**src/rtl/m_spi_slave_port.sv**
```systemverilog
// Mode-0 SPI responder: oversamples SCLK/SS_N/MOSI in the I_CLK domain, deserialises MOSI
// MSB-first and serialises a buffered host word onto MISO, with valid/ready handshakes and sticky flags.
module m_spi_slave_port #(
   parameter int unsigned            DATA_WIDTH = 8,
   parameter logic [DATA_WIDTH-1:0]  DEFAULT_TX = DATA_WIDTH'(8'hFF)
) (
   input  logic                  I_CLK,
   input  logic                  I_RESETN,
   input  logic                  SCLK,
   input  logic                  SS_N,
   input  logic                  MOSI,
   output logic                  MISO,
   output logic                  MISO_OE,
   input  logic [DATA_WIDTH-1:0] tx_data,
   input  logic                  tx_valid,
   output logic                  tx_ready,
   output logic [DATA_WIDTH-1:0] rx_data,
   output logic                  rx_valid,
   input  logic                  rx_ready,
   output logic                  busy,
   output logic                  rx_overrun,
   output logic                  tx_underrun,
   output logic                  frame_err,
   input  logic                  clr_status
);

   localparam int unsigned CNT_W = $clog2(DATA_WIDTH + 1);
   localparam logic [CNT_W-1:0] CNT_FULL = CNT_W'(DATA_WIDTH);

   typedef enum logic {IDLE, ACTIVE} state_t;

   state_t                state;
   logic [CNT_W-1:0]      bit_cnt;
   logic [DATA_WIDTH-1:0] tx_shift;
   logic [DATA_WIDTH-1:0] tx_buf;
   logic [DATA_WIDTH-2:0] rx_shift;

   logic sclk_s1, sclk_s2, sclk_d;
   logic ss_s1, ss_s2, ss_d;
   logic mosi_s1, mosi_s2;
   logic sclk_rise, sclk_fall, ss_fall, ss_rise;
   logic word_done, load;

   // Two-flop synchronisers plus one edge-detect stage; SS_N idles high
   always_ff @(posedge I_CLK or negedge I_RESETN) begin
      if (!I_RESETN) begin
         sclk_s1 <= 1'b0;
         sclk_s2 <= 1'b0;
         sclk_d  <= 1'b0;
         ss_s1   <= 1'b1;
         ss_s2   <= 1'b1;
         ss_d    <= 1'b1;
         mosi_s1 <= 1'b0;
         mosi_s2 <= 1'b0;
      end else begin
         sclk_s1 <= SCLK;
         sclk_s2 <= sclk_s1;
         sclk_d  <= sclk_s2;
         ss_s1   <= SS_N;
         ss_s2   <= ss_s1;
         ss_d    <= ss_s2;
         mosi_s1 <= MOSI;
         mosi_s2 <= mosi_s1;
      end
   end

   assign sclk_rise = sclk_s2 & ~sclk_d;
   assign sclk_fall = ~sclk_s2 & sclk_d;
   assign ss_fall   = ~ss_s2 & ss_d;
   assign ss_rise   = ss_s2 & ~ss_d;
   assign word_done = (bit_cnt == CNT_FULL);

   // Shifter reload: at frame start, or on the first fall after a completed word
   assign load = (state == IDLE) ? ss_fall : (~ss_rise & sclk_fall & word_done);

   assign busy    = (state == ACTIVE);
   assign MISO_OE = (state == ACTIVE);
   assign MISO    = (state == ACTIVE) & tx_shift[DATA_WIDTH-1];

   always_ff @(posedge I_CLK or negedge I_RESETN) begin
      if (!I_RESETN) begin
         state       <= IDLE;
         bit_cnt     <= '0;
         tx_shift    <= '0;
         tx_buf      <= '0;
         tx_ready    <= 1'b1;
         rx_shift    <= '0;
         rx_data     <= '0;
         rx_valid    <= 1'b0;
         rx_overrun  <= 1'b0;
         tx_underrun <= 1'b0;
         frame_err   <= 1'b0;
      end else begin
         // Clear first so that a same-cycle set further down wins
         if (clr_status) begin
            rx_overrun  <= 1'b0;
            tx_underrun <= 1'b0;
            frame_err   <= 1'b0;
         end

         if (rx_valid && rx_ready) rx_valid <= 1'b0;

         if (tx_valid && tx_ready) begin
            tx_buf   <= tx_data;
            tx_ready <= 1'b0;
         end

         if (load) begin
            tx_shift <= tx_ready ? DEFAULT_TX : tx_buf;
            if (!tx_ready) tx_ready <= 1'b1;
            if (tx_ready && state == ACTIVE) tx_underrun <= 1'b1;
         end

         case (state)
            IDLE: begin
               if (ss_fall) begin
                  state   <= ACTIVE;
                  bit_cnt <= '0;
               end
            end
            ACTIVE: begin
               if (ss_rise) begin
                  state <= IDLE;
                  if (bit_cnt != '0 && !word_done) frame_err <= 1'b1;
               end else if (sclk_rise && !word_done) begin
                  rx_shift <= (DATA_WIDTH-1)'({rx_shift, mosi_s2});
                  bit_cnt  <= bit_cnt + CNT_W'(1);
                  if (bit_cnt == CNT_FULL - CNT_W'(1)) begin
                     rx_data  <= {rx_shift, mosi_s2};
                     rx_valid <= 1'b1;
                     if (rx_valid && !rx_ready) rx_overrun <= 1'b1;
                  end
               end else if (sclk_fall) begin
                  if (word_done) bit_cnt <= '0;
                  else           tx_shift <= {tx_shift[DATA_WIDTH-2:0], 1'b0};
               end
            end
            default: state <= IDLE;
         endcase
      end
   end

endmodule

```
**config.mk**
```make
export PLATFORM = sky130hd
export DESIGN_NAME = m_spi_slave_port
export DESIGN_NICKNAME = d
export VERILOG_FILES = /design/src/rtl/m_spi_slave_port.sv
export SDC_FILE = /design/constraint.sdc
export NUM_CORES = 1
export LEC_CHECK = 0
export ABC_AREA = 1
export CAP_MARGIN = 25
export CORE_ASPECT_RATIO = 0.75
export CORE_UTILIZATION = 42
export CTS_CLUSTER_SIZE = 20
export DETAILED_ROUTE_END_ITERATION = 7
export HOLD_SLACK_MARGIN = 0.15
export RECOVER_POWER = 50
export SETUP_SLACK_MARGIN = 0.1
export SYNTH_ARGS = -nofsm -noshare
export SYNTH_HDL_FRONTEND = slang
export SYNTH_SLANG_ARGS = --single-unit
```
**constraint.sdc**
```tcl
create_clock -name I_CLK -period 2.3 [get_ports I_CLK]
set_clock_uncertainty 0.15 [all_clocks]
set_input_delay 0.345 -clock I_CLK [delete_from_list [all_inputs] [get_ports I_CLK]]
set_output_delay 0.345 -clock I_CLK [all_outputs]
set_load 0.005 [all_outputs]
```
==> impl_metrics.env <==
export IMPL_yosysWarnings=0
export IMPL_dieArea_um2=5400
export IMPL_area_growth_pct=23.0
export IMPL_gp_congestion=0.771
export IMPL_cts_tree="done"
export IMPL_drtPass1Iterations=6
export IMPL_grt_max_degree=21
export IMPL_failed_checks="DRC"
export IMPL_num_vias=1488
export IMPL_fin_cells=314
export IMPL_whs_ps=205
export IMPL_final_layout_size_suffix_gt1_frac=0.169
export IMPL_p_leak_nw=1.23
export IMPL_post_cts_resized=0
export IMPL_n_antenna_cell=0
export IMPL_final_common_cell="nand2_1"
export IMPL_clkSinkCount=49
export IMPL_fillCellCount=452
export IMPL_path_class="flip-flop to output port"
export IMPL_end_kind="output port"
export IMPL_drt_iter0_markers=63
export IMPL_nNetsFinal=271
export IMPL_wire_per_inst_um=12.1
export IMPL_worst_pin_slew_ps=1140
export IMPL_ant_nets=0
export IMPL_synthDistinctLibCells=25
export IMPL_ys_seq_elements=49
export IMPL_grt_ovfl_total=0
export IMPL_max_stage_delay_ps=670
export IMPL_power_density_nw_per_um2=905
export IMPL_port_buffers=31
export IMPL_status="finished with violations"
export IMPL_grt_pass1_vias=1485
export IMPL_critPathBufInv=1
export IMPL_root_buffer="clkbuf_8"
export IMPL_cts_setup_buffers=0
export IMPL_post_dp_hpwl_um=2760
export IMPL_core_region_area_um2=4900
export IMPL_vias_per_cell=4.74
export IMPL_grt_busiest_layer="met1"
export IMPL_setup_tns_ps=0
export IMPL_grtUsageMet2=0.230
export IMPL_multi_input_area_um2=764
export IMPL_dpl_worst_slack_ps=506
export IMPL_register_area_um2=1230
export IMPL_synth_seq_area_share=0.574
export IMPL_final_max_slew_viol_count=0
export IMPL_fmax_mhz=497
export IMPL_grt_usage=0.164
export IMPL_htree_levels=2
export IMPL_final_cell_mix="nand2_1 (60), dfrtp_1 (45), clkdlybuf4s50_1 (27)"
export IMPL_clk_path_buf_depth=2
export IMPL_hold_viol=0
export IMPL_use_met1=0.246
export IMPL_drv_cap=0
export IMPL_fin_ws_ps=287
export IMPL_syn_area_per_cell_um2=9.89
export IMPL_top_level_ports=32
export IMPL_met3_usage=0.0413
export IMPL_clock_latency_ps=300
export IMPL_synth_nets=235
export IMPL_cts_made_buffers=5
export IMPL_rsz0062_at_grt="false"
export IMPL_synthesis_area_um2=2150
export IMPL_p_total_w=0.00239
export IMPL_holdCritPathClass="flip-flop to flip-flop"
export IMPL_antenna_found_initial=0
export IMPL_crit_chain="clkdlybuf4s50_1"
export IMPL_die_w_um=84.5
export IMPL_period_share=0.875
export IMPL_start_kind="flip-flop"
export IMPL_holdBufCountCts=1
export IMPL_rows=22
export IMPL_cp_slowest_cell="dfstp_2"
export IMPL_peakVddDrop_uv=423
export IMPL_setup_viol=0
export IMPL_crit_arrival_ps=1520
export IMPL_initial_core_util=0.438
export IMPL_grt_pass1_wl_um=6870
export IMPL_clk_pin_slew_ps=80
export IMPL_die_h_um=63.9
export IMPL_wirelength_um=3800
export IMPL_dp_cells=305
export IMPL_critPathRequiredTime_ps=1800
export IMPL_syn_inst=217
export IMPL_slew_limit_headroom=0.239
export IMPL_crit_family="flip-flops"
export IMPL_drc_errors=2
export IMPL_finalCriticalPeriod_ps=2010
export IMPL_cp_max_fo=12
==> cells in the mapped netlist <==
master     n  area, um^2
a32o_1     1        10.0
buf_4      2        15.0
buf_6      2        22.5
clkbuf_1   1        3.75
dfrtp_1   45        1130
dfstp_2    4         105
ha_1       2        25.0
inv_1     26        97.6
inv_2      3        11.3
mux2_2     8        90.1
nand2_1   60         225
nand2_2    2        12.5
nand2_4    1        11.3
nand3_1   19        95.1
nand3_4    3        52.6
nor2_1    13        48.8
nor2_2     1        6.26
nor2_4     2        22.5
nor3_4     1        16.3
o21a_1     1        7.51
o21ai_0    7        35.0
o21ai_1    2        10.0
o21ai_2    9        78.8
xnor2_1    1        8.76
xor2_1     1        8.76
==> sequential cells by signal, summed over array words and instances, names as in the netlist, 4 cells and up <==
name	flops
rx_data	8
bit_cnt	4
tx_shift	8
tx_buf	8
rx_shift	7
==> layer usage <==
| layer | part of all wire | routed length [um] |
|---|---|---|
| met5 | 0 | 0 |
| met2 | 0.43 | 1620 |
| met4 | 0.0045 | 17 |
| met3 | 0.029 | 111 |
| met1 | 0.54 | 2050 |
==> stage by stage <==
step,instance area (um^2),util
after floorplan,2150,-
after global placement,2510,0.513
after detailed placement,2510,0.513
after CTS,2640,0.539
after global routing,2640,0.539
final,2640,0.539
==> worst paths after layout <==
kind,startpoint,to,slack (ps),depth (start not counted)
max,tx_ready,tx_ready,290,1
min,mosi_s1,mosi_s2,200,0
max reg2reg,bit_cnt[0],rx_shift[1],480,6
min reg2reg,mosi_s1,mosi_s2,200,0
max in group asynchronous,I_RESETN,rx_valid,490,3
min in group asynchronous,I_RESETN,tx_underrun,640,2
==> report_power, final <==
group | switching [W] | internal, W
Sequential | 0.000150 | 0.00108
Clock | 0.000279 | 0.000354
Combinational | 0.000263 | 0.000261
Total | 0.000692 | 0.00170
==> cell type report <==
| type | instances | area share |
|---|---|---|
| clock buffers | 6 | 0.0313 |
| well taps | 60 | 0.0284 |
| multi-input cells | 134 | 0.290 |
| repair buffers | 34 | 0.128 |
| inverters | 29 | 0.0413 |
| clock inverters | 2 | 0.0142 |
| flip-flops and latches | 49 | 0.467 |
==> logic make-up (layout without fill, tap and decap cells) <==
| logic type | Yosys count | count (layout) | share of synthesized area |
|---|---|---|---|
| AOI/OAI and AO/OA | 20 | 20 | 0.0659 |
| xor gates and xnor gates | 2 | 2 | 0.00816 |
| adders and majority gates | 2 | 2 | 0.0117 |
| buffers and inverters | 34 | 71 | 0.0700 |
| DFF | 49 | 49 | 0.574 |
| muxes | 8 | 8 | 0.0420 |
| and+or+nand+nor | 102 | 102 | 0.229 |
Power figures use the tool's default switching activity.
